===== src/rtl/alu_pkg.sv =====
// Shared definitions for the ALU arbiter slice.
// - ALU_OP_*  : 4-bit op-select encoding understood by the external alu.
// - state_t   : arbiter FSM state encoding.
// - is_divmod : true for the ops whose divisor must be non-zero.
package alu_pkg;

    localparam logic [3:0] ALU_OP_ADD    = 4'd0;
    localparam logic [3:0] ALU_OP_SUB    = 4'd1;
    localparam logic [3:0] ALU_OP_MUL    = 4'd2;
    localparam logic [3:0] ALU_OP_DIV    = 4'd3;
    localparam logic [3:0] ALU_OP_MOD    = 4'd4;
    localparam logic [3:0] ALU_OP_AND    = 4'd5;
    localparam logic [3:0] ALU_OP_OR     = 4'd6;
    localparam logic [3:0] ALU_OP_XOR    = 4'd7;
    localparam logic [3:0] ALU_OP_SHL    = 4'd8;
    localparam logic [3:0] ALU_OP_SHR    = 4'd9;
    localparam logic [3:0] ALU_OP_SRA    = 4'd10;
    localparam logic [3:0] ALU_OP_SLT    = 4'd11;
    localparam logic [3:0] ALU_OP_SLTU   = 4'd12;
    localparam logic [3:0] ALU_OP_NAND   = 4'd13;
    localparam logic [3:0] ALU_OP_NOR    = 4'd14;
    localparam logic [3:0] ALU_OP_PASS_A = 4'd15;

    typedef enum logic [1:0] {
        ST_IDLE = 2'd0,
        ST_EXEC = 2'd1,
        ST_RESP = 2'd2
    } state_t;

    function automatic logic is_divmod(input logic [3:0] op);
        return (op == ALU_OP_DIV) || (op == ALU_OP_MOD);
    endfunction

endpackage


===== src/rtl/alu_arbiter_rr_arb2.sv =====
// rr_arb2: two-way round-robin grant, purely combinational.
// Ports:
//   valid0, valid1 : requests
//   last_served    : id of the requester granted most recently
//   grant0, grant1 : one-hot (or zero) grant
// A lone request always wins; on a tie the requester that was not served
// last wins.
module rr_arb2 (
    input  logic valid0,
    input  logic valid1,
    input  logic last_served,
    output logic grant0,
    output logic grant1
);

    assign grant0 = valid0 & (~valid1 | last_served);
    assign grant1 = valid1 & (~valid0 | ~last_served);

endmodule


===== src/rtl/alu_arbiter.sv =====
// alu_arbiter: shares one external combinational alu between two requesters.
// An accepted op is held on the alu inputs for ALU_LATENCY cycles, then the
// alu result is sampled and offered as a response tagged with the requester id.
// Ports:
//   signal_clk, signal_rst        : clock, asynchronous active-high reset
//   signal_reqN_valid/ready       : request handshake for requester N (0/1)
//   signal_reqN_A/B/op            : operands and op select for requester N
//   signal_alu_A/B/S              : drive the alu inputs
//   signal_alu_Y                  : alu result
//   signal_resp_valid/ready       : response handshake
//   signal_resp_Y/id/err          : result, issuing requester, div/mod-by-zero flag
//   signal_busy                   : high whenever the FSM is not IDLE
//
// Handshake semantics (both request ports and the response port): a transfer
// happens on a rising clock edge where valid and ready are both high. The
// source holds its payload stable while valid is high and ready is low; the
// sink's ready may depend combinationally on valid. Request ready is only ever
// high in IDLE and never for both requesters in the same cycle.
module alu_arbiter
    import alu_pkg::*;
#(
    parameter int WIDTH       = 32,
    parameter int ALU_LATENCY = 2
) (
    input  logic             signal_clk,
    input  logic             signal_rst,
    input  logic             signal_req0_valid,
    output logic             signal_req0_ready,
    input  logic [WIDTH-1:0] signal_req0_A,
    input  logic [WIDTH-1:0] signal_req0_B,
    input  logic [3:0]       signal_req0_op,
    input  logic             signal_req1_valid,
    output logic             signal_req1_ready,
    input  logic [WIDTH-1:0] signal_req1_A,
    input  logic [WIDTH-1:0] signal_req1_B,
    input  logic [3:0]       signal_req1_op,
    output logic [WIDTH-1:0] signal_alu_A,
    output logic [WIDTH-1:0] signal_alu_B,
    output logic [3:0]       signal_alu_S,
    input  logic [WIDTH-1:0] signal_alu_Y,
    output logic             signal_resp_valid,
    input  logic             signal_resp_ready,
    output logic [WIDTH-1:0] signal_resp_Y,
    output logic             signal_resp_id,
    output logic             signal_resp_err,
    output logic             signal_busy
);

    localparam int               CNT_W    = (ALU_LATENCY > 1) ? $clog2(ALU_LATENCY) : 1;
    localparam logic [CNT_W-1:0] CNT_LOAD = CNT_W'(ALU_LATENCY - 1);
    localparam logic [CNT_W-1:0] CNT_ONE  = CNT_W'(1);

    state_t             state;
    state_t             state_n;
    logic               grant0;
    logic               grant1;
    logic               accept;
    logic               exec_done;
    logic               last_served;
    logic [CNT_W-1:0]   cnt;
    logic [WIDTH-1:0]   cap_a;
    logic [WIDTH-1:0]   cap_b;
    logic [3:0]         cap_op;
    logic               cap_id;
    logic [WIDTH-1:0]   resp_y;
    logic               resp_err;
    logic               div_by_zero;

    rr_arb2 u_rr_arb2 (
        .valid0      (signal_req0_valid),
        .valid1      (signal_req1_valid),
        .last_served (last_served),
        .grant0      (grant0),
        .grant1      (grant1)
    );

    // Reset gates ready directly: state already reads IDLE while reset is
    // asserted, and no requester may see a ready during reset.
    assign signal_req0_ready = ~signal_rst & (state == ST_IDLE) & grant0;
    assign signal_req1_ready = ~signal_rst & (state == ST_IDLE) & grant1;

    assign div_by_zero = is_divmod(cap_op) && (cap_b == '0);

    // FSM state register
    always_ff @(posedge signal_clk or posedge signal_rst) begin
        if (signal_rst) begin
            state <= ST_IDLE;
        end else begin
            state <= state_n;
        end
    end

    // FSM next state and control strobes
    always_comb begin
        state_n   = state;
        accept    = 1'b0;
        exec_done = 1'b0;
        case (state)
            ST_IDLE: begin
                if (grant0 | grant1) begin
                    accept  = 1'b1;
                    state_n = ST_EXEC;
                end
            end
            ST_EXEC: begin
                if (cnt == '0) begin
                    exec_done = 1'b1;
                    state_n   = ST_RESP;
                end
            end
            ST_RESP: begin
                if (signal_resp_ready) begin
                    state_n = ST_IDLE;
                end
            end
            default: begin
                state_n = ST_IDLE;
            end
        endcase
    end

    // Capture registers, latency counter and response registers
    always_ff @(posedge signal_clk or posedge signal_rst) begin
        if (signal_rst) begin
            cap_a       <= '0;
            cap_b       <= '0;
            cap_op      <= '0;
            cap_id      <= 1'b0;
            last_served <= 1'b1;   // req0 wins the first tie after reset
            cnt         <= '0;
            resp_y      <= '0;
            resp_err    <= 1'b0;
        end else if (accept) begin
            cap_a       <= grant1 ? signal_req1_A  : signal_req0_A;
            cap_b       <= grant1 ? signal_req1_B  : signal_req0_B;
            cap_op      <= grant1 ? signal_req1_op : signal_req0_op;
            cap_id      <= grant1;
            last_served <= grant1;
            cnt         <= CNT_LOAD;
        end else if (state == ST_EXEC) begin
            if (exec_done) begin
                // The alu output is meaningless for a zero divisor; report 0.
                resp_y   <= div_by_zero ? '0 : signal_alu_Y;
                resp_err <= div_by_zero;
            end else begin
                cnt <= cnt - CNT_ONE;
            end
        end
    end

    // The alu always sees the capture registers, so its inputs cannot move
    // while an op is in flight regardless of what the requesters do.
    assign signal_alu_A      = cap_a;
    assign signal_alu_B      = cap_b;
    assign signal_alu_S      = cap_op;
    assign signal_resp_valid = (state == ST_RESP);
    assign signal_resp_Y     = resp_y;
    assign signal_resp_id    = cap_id;
    assign signal_resp_err   = resp_err;
    assign signal_busy       = (state != ST_IDLE);

endmodule


===== config.mk =====
export PLATFORM = sky130hd
export DESIGN_NAME = alu_arbiter
export DESIGN_NICKNAME = d
export VERILOG_FILES = /design/src/rtl/alu_pkg.sv /design/src/rtl/alu_arbiter_rr_arb2.sv /design/src/rtl/alu_arbiter.sv
export SDC_FILE = /design/constraint.sdc
export NUM_CORES = 1
export LEC_CHECK = 0
export BUFFER_PORTS_ARGS = -buffer_cell sky130_fd_sc_hd__buf_2
export CAP_MARGIN = 0
export CELL_PAD_IN_SITES_DETAIL_PLACEMENT = 1
export CELL_PAD_IN_SITES_GLOBAL_PLACEMENT = 1
export CORE_MARGIN = 2
export CORE_UTILIZATION = 30
export DETAILED_ROUTE_END_ITERATION = 16
export PLACE_DENSITY = 0.68
export SYNTH_ARGS = -nofsm -noshare
export SYNTH_HDL_FRONTEND = slang
export SYNTH_HIERARCHICAL = 1
export SYNTH_SLANG_ARGS = --single-unit

===== constraint.sdc =====
create_clock -name signal_clk -period 3.4 [get_ports signal_clk]
set_clock_uncertainty 0.15 [all_clocks]
set_input_delay 0.17 -clock signal_clk [delete_from_list [all_inputs] [get_ports signal_clk]]
set_output_delay 0.17 -clock signal_clk [all_outputs]
set_load 0.01 [all_outputs]

==> key figures, run 1 <==
Power and ir drop
  – Net switching share of the total power: 0.358
  – Sw power: between 2 and 2.5 mW
  – Share of total power in sequential cells: 0.377
  – Clock network fraction of design power: 0.182
  – Cell-internal power: 3.98 mW
  – Worst ir drop on vdd: between 200 and 300 uV
  – Leakage component of the power: around 3.4 nW
  – Power density over the cells: ~850 mW/mm2
  – Part of the total power dissipated in combinational logic: 0.441

Route
  – Routed wire length per instance: between 15 and 20 um
  – Mean number of vias per cell: roughly 4.8
  – Number of search-and-repair iterations in the first detailed-routing pass: 4
  – Vias: between 4000 and 5000
  – Routed wire length: about 16000 um
  – Initial detailed-routing violation count: 47
  – Residual antenna-violating net count after detailed routing: 0
  – Remaining routing DRC violations: 0

Global routing
  – Number of antenna violations at the first check in global routing: 2
  – Global-route wire length before repair: 24400 um
  – Global-route usage over all layers: 0.171
  – Pin count of the biggest net entering global routing: 73
  – Number of global-route vias before repair: 4736
  – GRT Residual Overflow: 0

Clock network
  – Total CTS buffers: 9
  – Number of buffers on the longest clock path: 2
  – Clock root buffer: clkbuf_16
  – Clock latency reported for the late side of the worst-skew pair: between 0.3 and 0.4 ns
  – Clock-pin slew on the worst setup and hold paths: 0.07 ns
  – CTS tree: done
  – Total number of clock tree sinks: between 100 and 150
  – Maximum level of the CTS H-tree: 3

Worst setup path
  – WP data required: between 3 and 4 ns
  – Number of buffers and inverters on the critical path: 1
  – Capturing element type of the critical path: flop
  – Largest stage delay on the critical path: just over 0.8 ns
  – Reg2reg path depth: 4
  – Critical-path top delay cell: o21a_4
  – Top delay family on crit path: compound AO/OA/AOI/OAI gates
  – Category of the worst setup path launch point: flop
  – Critical Path AT: ~2.5 ns
  – Number of stages on the worst setup path: 4
  – Critical path fanouts, max: 68
  – CP cell instances: inv_1 > a21boi_1 > o21a_4 > mux2_2
  – Crit Path Class: reg -> reg

Final layout
  – Summed area of non-filler cells in the final layout: about 0.0073 mm2
  – Multi-input gate area in the final layout: around 0.0023 mm2
  – Leading cell type in the layout, fill and taps excluded: buf_2
  – Most used cells in the layout excluding fill and tap cells: 278 x buf_2, 124 x mux2_2, 105 x dfrtp_1
  – Number of nets in the final layout: 839
  – Fraction of layout cells with a size suffix above 1: 0.641
  – Sequential Area: roughly 0.0027 mm2
  – Area grow syn2layout: 42.7%
  – Fillers: roughly 1800

Synthesis
  – Mapped cell area: approximately 0.005 mm2
  – Cell types with the largest area share after synthesis: dfrtp_1 51%, mux2_2 27%, mux2i_1 6.3%, a31oi_1 3.9%, mux2_1 2.6%
  – Count of flip-flops with a built-in enable after synthesis: 0
  – Total of flip-flops plus latches after synthesis: 106
  – Post-synth top area share: 0.514
  – Proportion of synthesized chip area in sequential cells: 0.519
  – Number of warning messages in the yosys log: 6
  – Number of instances in the synthesized netlist: 373
  – Synthesized-area fraction occupied by and/or/nand/nor cells: 0.0279
  – Ys async rst share: 1.00
  – Syn Nets: between 500 and 600
  – Prevailing post-synth register cell: dfrtp_1
  – Share of synthesized area spent on multiplexers: 0.362
  – Area share of xor/xnor cells in the synthesized design: 0
  – Main combinational cell family by area after synthesis: multiplexers
  – Post-synth cell types: 33
  – Compound-gate portion of the synthesized area: 0.0575
  – Cell type with the highest aggregate area in the netlist: dfrtp_1
  – Adder and majority gate portion of the synthesized area: 0
  – Synthesized area per cell: 13.7 um2

Floorplan
  – Total die area: 0.0181 mm2
  – Number of rows created at floorplan: 47
  – Die Span Y: about 130 um
  – I/O pin count: 279
  – Starting Density: 0.307
  – Die width: about 130 um
  – Core Box Area: ~0.017 mm2

Timing
  – Tcrit/Tclk final: 0.716
  – Highest clock rate: roughly 410 MHz
  – Final hold vios: 0
  – Number of pins with negative max-slew slack in the final report: 0
  – Setup repair after global routing missed its margin: no
  – Actual slew at the worst max-slew pin: approximately 0.97 ns
  – Total Negative Setup Slacks: 0 ns
  – Worst-case headroom to the max-slew limit: 0.353
  – Final Setup Violations: 0
  – Minimum clock period after layout: between 2 and 2.5 ns

Status
  – Outcome: finished clean

Hold path
  – Hold depth: 3
  – Class of the most critical hold timing path: in -> reg

Placement
  – Placed Area: ~0.0067 mm2
  – Number of buffer cells added on primary ports: ~280
  – Routability Congestion: around 0.72
  – HPWL after DPL: approximately 12000 um

Run
  – Max_cap viols: 0
-- layer usage --
metal | vias up | GRT usage | wire, um
met5 | - | 0 | 13
met4 | 2 | 0.0626 | 333
met3 | 26 | 0.0586 | 1330
met2 | 187 | 0.305 | 7840
met1 | 2061 | 0.188 | 6120
li1 | 1965 | - | -
-- worst min-delay path, cell delays in order --
cell and delay [ns]:
buf_2 0.08, mux2i_1 0.07, a31oi_1 0.14
-- cell families (layout without fill, tap and decap cells) --
logic type | after synthesis | in the layout
multiplexers | 168 | 168
flip-flops | 106 | 106
AO/OA/AOI/OAI | 42 | 42
buffers and inverters | 34 | 332
AND/OR/NAND/NOR | 23 | 23
other | 0 | 1
-- what timing repair did --
| item | CTS | global route |
|---|---|---|
| endpoints found under the setup margin | 0 | 0 |
| hold endpoints to repair | 79 | 0 |
| buffers inserted | 0 | 0 |
| resized for setup | 0 | 0 |
| hold buffers | 27 | 0 |
-- synth_stat cells, types with 3 or more instances --
master,instances
mux2_2,124
dfrtp_1,105
a31oi_1,32
mux2i_1,32
clkbuf_1,14
mux2_1,12
buf_2,10
nor4_1,6
inv_1,4
buf_6,3
nand2_1,3
-- registers in the layout (all words and copies together) (netlist names) --
| name | cells |
|---|---|
| signal_resp_id | 1 |
| state | 2 |
| signal_alu_S | 4 |
| signal_alu_B | 32 |
| signal_resp_err | 1 |
| cnt | 1 |
| last_served | 1 |
| signal_alu_A | 32 |
| signal_resp_Y | 32 |
-- layout make-up --
class                           instances  share of cell area
Multi-Input combinational cell        233               0.317
Timing Repair Buffer                  312               0.235
Clock inverter                          5              0.0106
Tap cell                              220              0.0377
Sequential cell                       106               0.364
Clock buffer                           11              0.0333
Inverter                                4             0.00240
Antenna cell                            1            0.000343
-- metrics by stage --
step	utilization	instances	hold slack, ns	total power, mW	worst slack [ns]
2_1_floorplan	-	373	0.175	3.97	0.293
3_3_place_gp	0.403	848	0.207	4.98	1.05
3_5_place_dp	0.403	848	0.224	5.11	0.945
4_1_cts	0.438	891	0.000222	6.29	0.954
5_1_grt	0.438	892	0.0120	6.63	0.827
6_report	0.438	892	0.00684	6.19	0.966
-- final timing paths --
kind / start / end / slack, ns
min in group asynchronous: signal_rst / state[0] / 0.37
hold / removal: signal_alu_Y[0] / signal_resp_Y[0] / 0.007
max in group asynchronous: signal_rst / signal_resp_Y[22] / 1.84
hold reg to reg: cnt / cnt / 0.36
setup reg to reg: last_served / signal_alu_A[30] / 0.97
setup / recovery: last_served / signal_alu_A[30] / 0.97
-- power groups by stage --
stage                     Combinational, mW  Clock (mW)  Sequential, mW
after floorplan                        1.37           0            2.60
after global placement                 2.66           0            2.32
after detailed placement               2.75           0            2.36
after CTS                              2.78        1.16            2.35
after global routing                   2.98        1.22            2.44
final                                  2.73        1.13            2.33
(Power assumes the default switching activity.)
==> run 2, diff against run 1 <==
--- a/config.mk
+++ b/config.mk
@@ -12,7 +12,7 @@
 export CORE_MARGIN = 2
 export CORE_UTILIZATION = 30
 export DETAILED_ROUTE_END_ITERATION = 16
-export PLACE_DENSITY = 0.68
+export PLACE_DENSITY = 0.71
 export SYNTH_ARGS = -nofsm -noshare
 export SYNTH_HDL_FRONTEND = slang
 export SYNTH_HIERARCHICAL = 1
==> constraint.sdc (replaced) <==
create_clock -name signal_clk -period 2 [get_ports signal_clk]
set_clock_uncertainty 0.15 [all_clocks]
set_input_delay 0.1 -clock signal_clk [delete_from_list [all_inputs] [get_ports signal_clk]]
set_output_delay 0.1 -clock signal_clk [all_outputs]
set_load 0.01 [all_outputs]
==> run 2 against run 1 <==
Compared with the run above:
- non-clock buffer count rose by 151
- sequential cell count did not move
- routed wire length rose by 34%
- critical endpoint is now signal_resp_Y[22]
- design area rose by 22%
- critical path depth did not move
==> key figures, run 2 (same netlist as run 1, synthesis figures left out) <==
Timing
  – Actual slew at the worst max-slew pin: about 0.74 ns
  – Tcrit/Tclk final: 0.967
  – Final worst-path setup slack: around 0.066 ns
  – Number of pins with negative max-slew slack in the final report: 0
  – Setup repair after global routing missed its margin: no
  – Final Setup Violations: 0
  – Worst-case headroom to the max-slew limit: 0.508
  – Minimum clock period after layout: between 1.5 and 2 ns
  – Highest clock rate: 517 MHz
  – Post-route worst hold slack: roughly 0.0087 ns
  – Final hold vios: 0

Global routing
  – Number of antenna violations at the first check in global routing: 9
  – Number of global-route vias before repair: about 5900
  – Global-route usage over all layers: 0.231
  – Pin count of the biggest net entering global routing: 58
  – GRT Residual Overflow: 0
  – Global-route wire length before repair: 32200 um

Floorplan
  – Core Box Area: 0.0166 mm2
  – Number of rows created at floorplan: 47
  – Die width: between 100 and 150 um
  – Total die area: around 0.018 mm2
  – Die Span Y: ~130 um
  – I/O pin count: about 280
  – Starting Density: 0.307

Placement
  – Number of buffer cells added on primary ports: 278
  – Placed Area: between 0.006 and 0.007 mm2
  – Pre-CTS worst setup slack: roughly 0.087 ns
  – HPWL after DPL: around 12000 um
  – Routability Congestion: 0.785

Final layout
  – Most used cells in the layout excluding fill and tap cells: 278 x buf_2, 166 x dlygate4sd3_1, 124 x mux2_2
  – Fraction of layout cells with a size suffix above 1: 0.540
  – Fillers: around 1800
  – Number of nets in the final layout: 990
  – Area grow syn2layout: 74.6%
  – Summed area of non-filler cells in the final layout: a little under 0.009 mm2
  – Leading cell type in the layout, fill and taps excluded: buf_2

Run
  – Max_cap viols: 0

Clock network
  – Clock latency reported for the late side of the worst-skew pair: 0.35 ns
  – CTS tree: done
  – Clock root buffer: clkbuf_16
  – Clock-pin slew on the worst setup and hold paths: around 0.080 ns
  – Post-CTS Repair Setup Buffers: 0
  – Maximum level of the CTS H-tree: 3
  – Total number of clock tree sinks: 106
  – Number of buffers on the longest clock path: 2
  – Total CTS buffers: 9

Worst setup path
  – Critical path fanouts, max: 33
  – CP cell instances: or4_1 > a2111oi_4 > buf_12 > a31oi_1
  – Critical-path top delay cell: or4_1
  – Category of the worst setup path launch point: flop
  – Capturing element type of the critical path: flop
  – WP data required: between 2 and 2.5 ns
  – Critical Path AT: roughly 2.0 ns
  – Top delay family on crit path: simple AND/OR/NAND/NOR gates
  – Crit Path Class: reg -> reg
  – Number of buffers and inverters on the critical path: 1
  – Largest stage delay on the critical path: 0.58 ns

Power and ir drop
  – Worst ir drop on vdd: approximately 500 uV
  – Leakage component of the power: ~4.1 nW
  – Power density over the cells: roughly 1300 mW/mm2
  – Post-route total power: 11.3 mW

Route
  – Number of search-and-repair iterations in the first detailed-routing pass: 5
  – Remaining routing DRC violations: 0
  – Routed wire length: about 21000 um
  – Initial detailed-routing violation count: 86
  – Routed wire length per instance: just under 20 um
  – Residual antenna-violating net count after detailed routing: 0
  – Mean number of vias per cell: roughly 4.8
  – Vias: ~5000

Status
  – Outcome: finished clean

Hold path
  – Class of the most critical hold timing path: in -> reg
==> run 2: cell types whose count changed in the layout (fill, tap and decap cells not counted), moves of 2 or more <==
cell	previous run	this run
buf_12	0	9
buf_4	7	10
clkinv_2	2	0
diode_2	1	9
dlygate4sd3_1	27	166
inv_6	0	3
==> run 2: area by class of cell <==
class | instances | area [um2] | share of cell area
Antenna cell | 9 | 22.5 | 0.00252
Sequential cell | 106 | 2650 | 0.297
Tap cell | 220 | 275 | 0.0308
Multi-Input combinational cell | 233 | 2320 | 0.259
Inverter | 4 | 18.8 | 0.00210
Timing Repair Buffer | 463 | 3310 | 0.371
Clock inverter | 7 | 106 | 0.0119
Clock buffer | 9 | 225 | 0.0252
==> run 2: per-stage QoR <==
step | util | std cells | setup TNS [ns]
after floorplan | - | 373 | -1.28
after global placement | 0.415 | 860 | 0
after detailed placement | 0.415 | 860 | 0
after CTS | 0.534 | 1041 | 0
after global routing | 0.536 | 1051 | 0
final | 0.536 | 1051 | 0
==> run 2: worst paths after layout <==
kind	from	to	slack, ns	cells after the start
worst max-delay path	signal_alu_B[12]	signal_resp_Y[22]	0.07	4
worst min-delay path	signal_req0_B[31]	signal_alu_B[31]	0.009	3
worst max register to register	signal_alu_B[12]	signal_resp_Y[22]	0.07	4
worst min register to register	signal_resp_id	signal_resp_id	0.36	1
max in group asynchronous	signal_rst	signal_alu_B[11]	0.78	4
min in group asynchronous	signal_rst	signal_alu_B[29]	0.38	4
==> run 2: where the power goes <==
part / switching (mW) / total (mW) / internal [mW]
combinational: 2.53 / 5.29 / 2.76
sequential: 0.783 / 4.05 / 3.27
clock: 0.873 / 2.00 / 1.12
==> run 2: worst register-to-register path: cells and delay by family, from the launching register on <==
family          cells  cell delay [ns]
compound gates      2             0.43
simple gates        1             0.58
flops               1             0.42
buf+inv             1             0.23
==> run 2: what timing repair did <==
item / 4_1_cts / 5_1_grt
gates resized for setup: 0 / 1
hold buffers: 165 / 1
endpoints found under the setup margin: 0 / 27
endpoints found under the hold margin: 205 / 1
==> run 2: per-layer routing <==
layer	share of wire	GRT usage
met4	0.042	0.105
met5	0	0
met2	0.52	0.425
met1	0.38	0.247
met3	0.062	0.0619
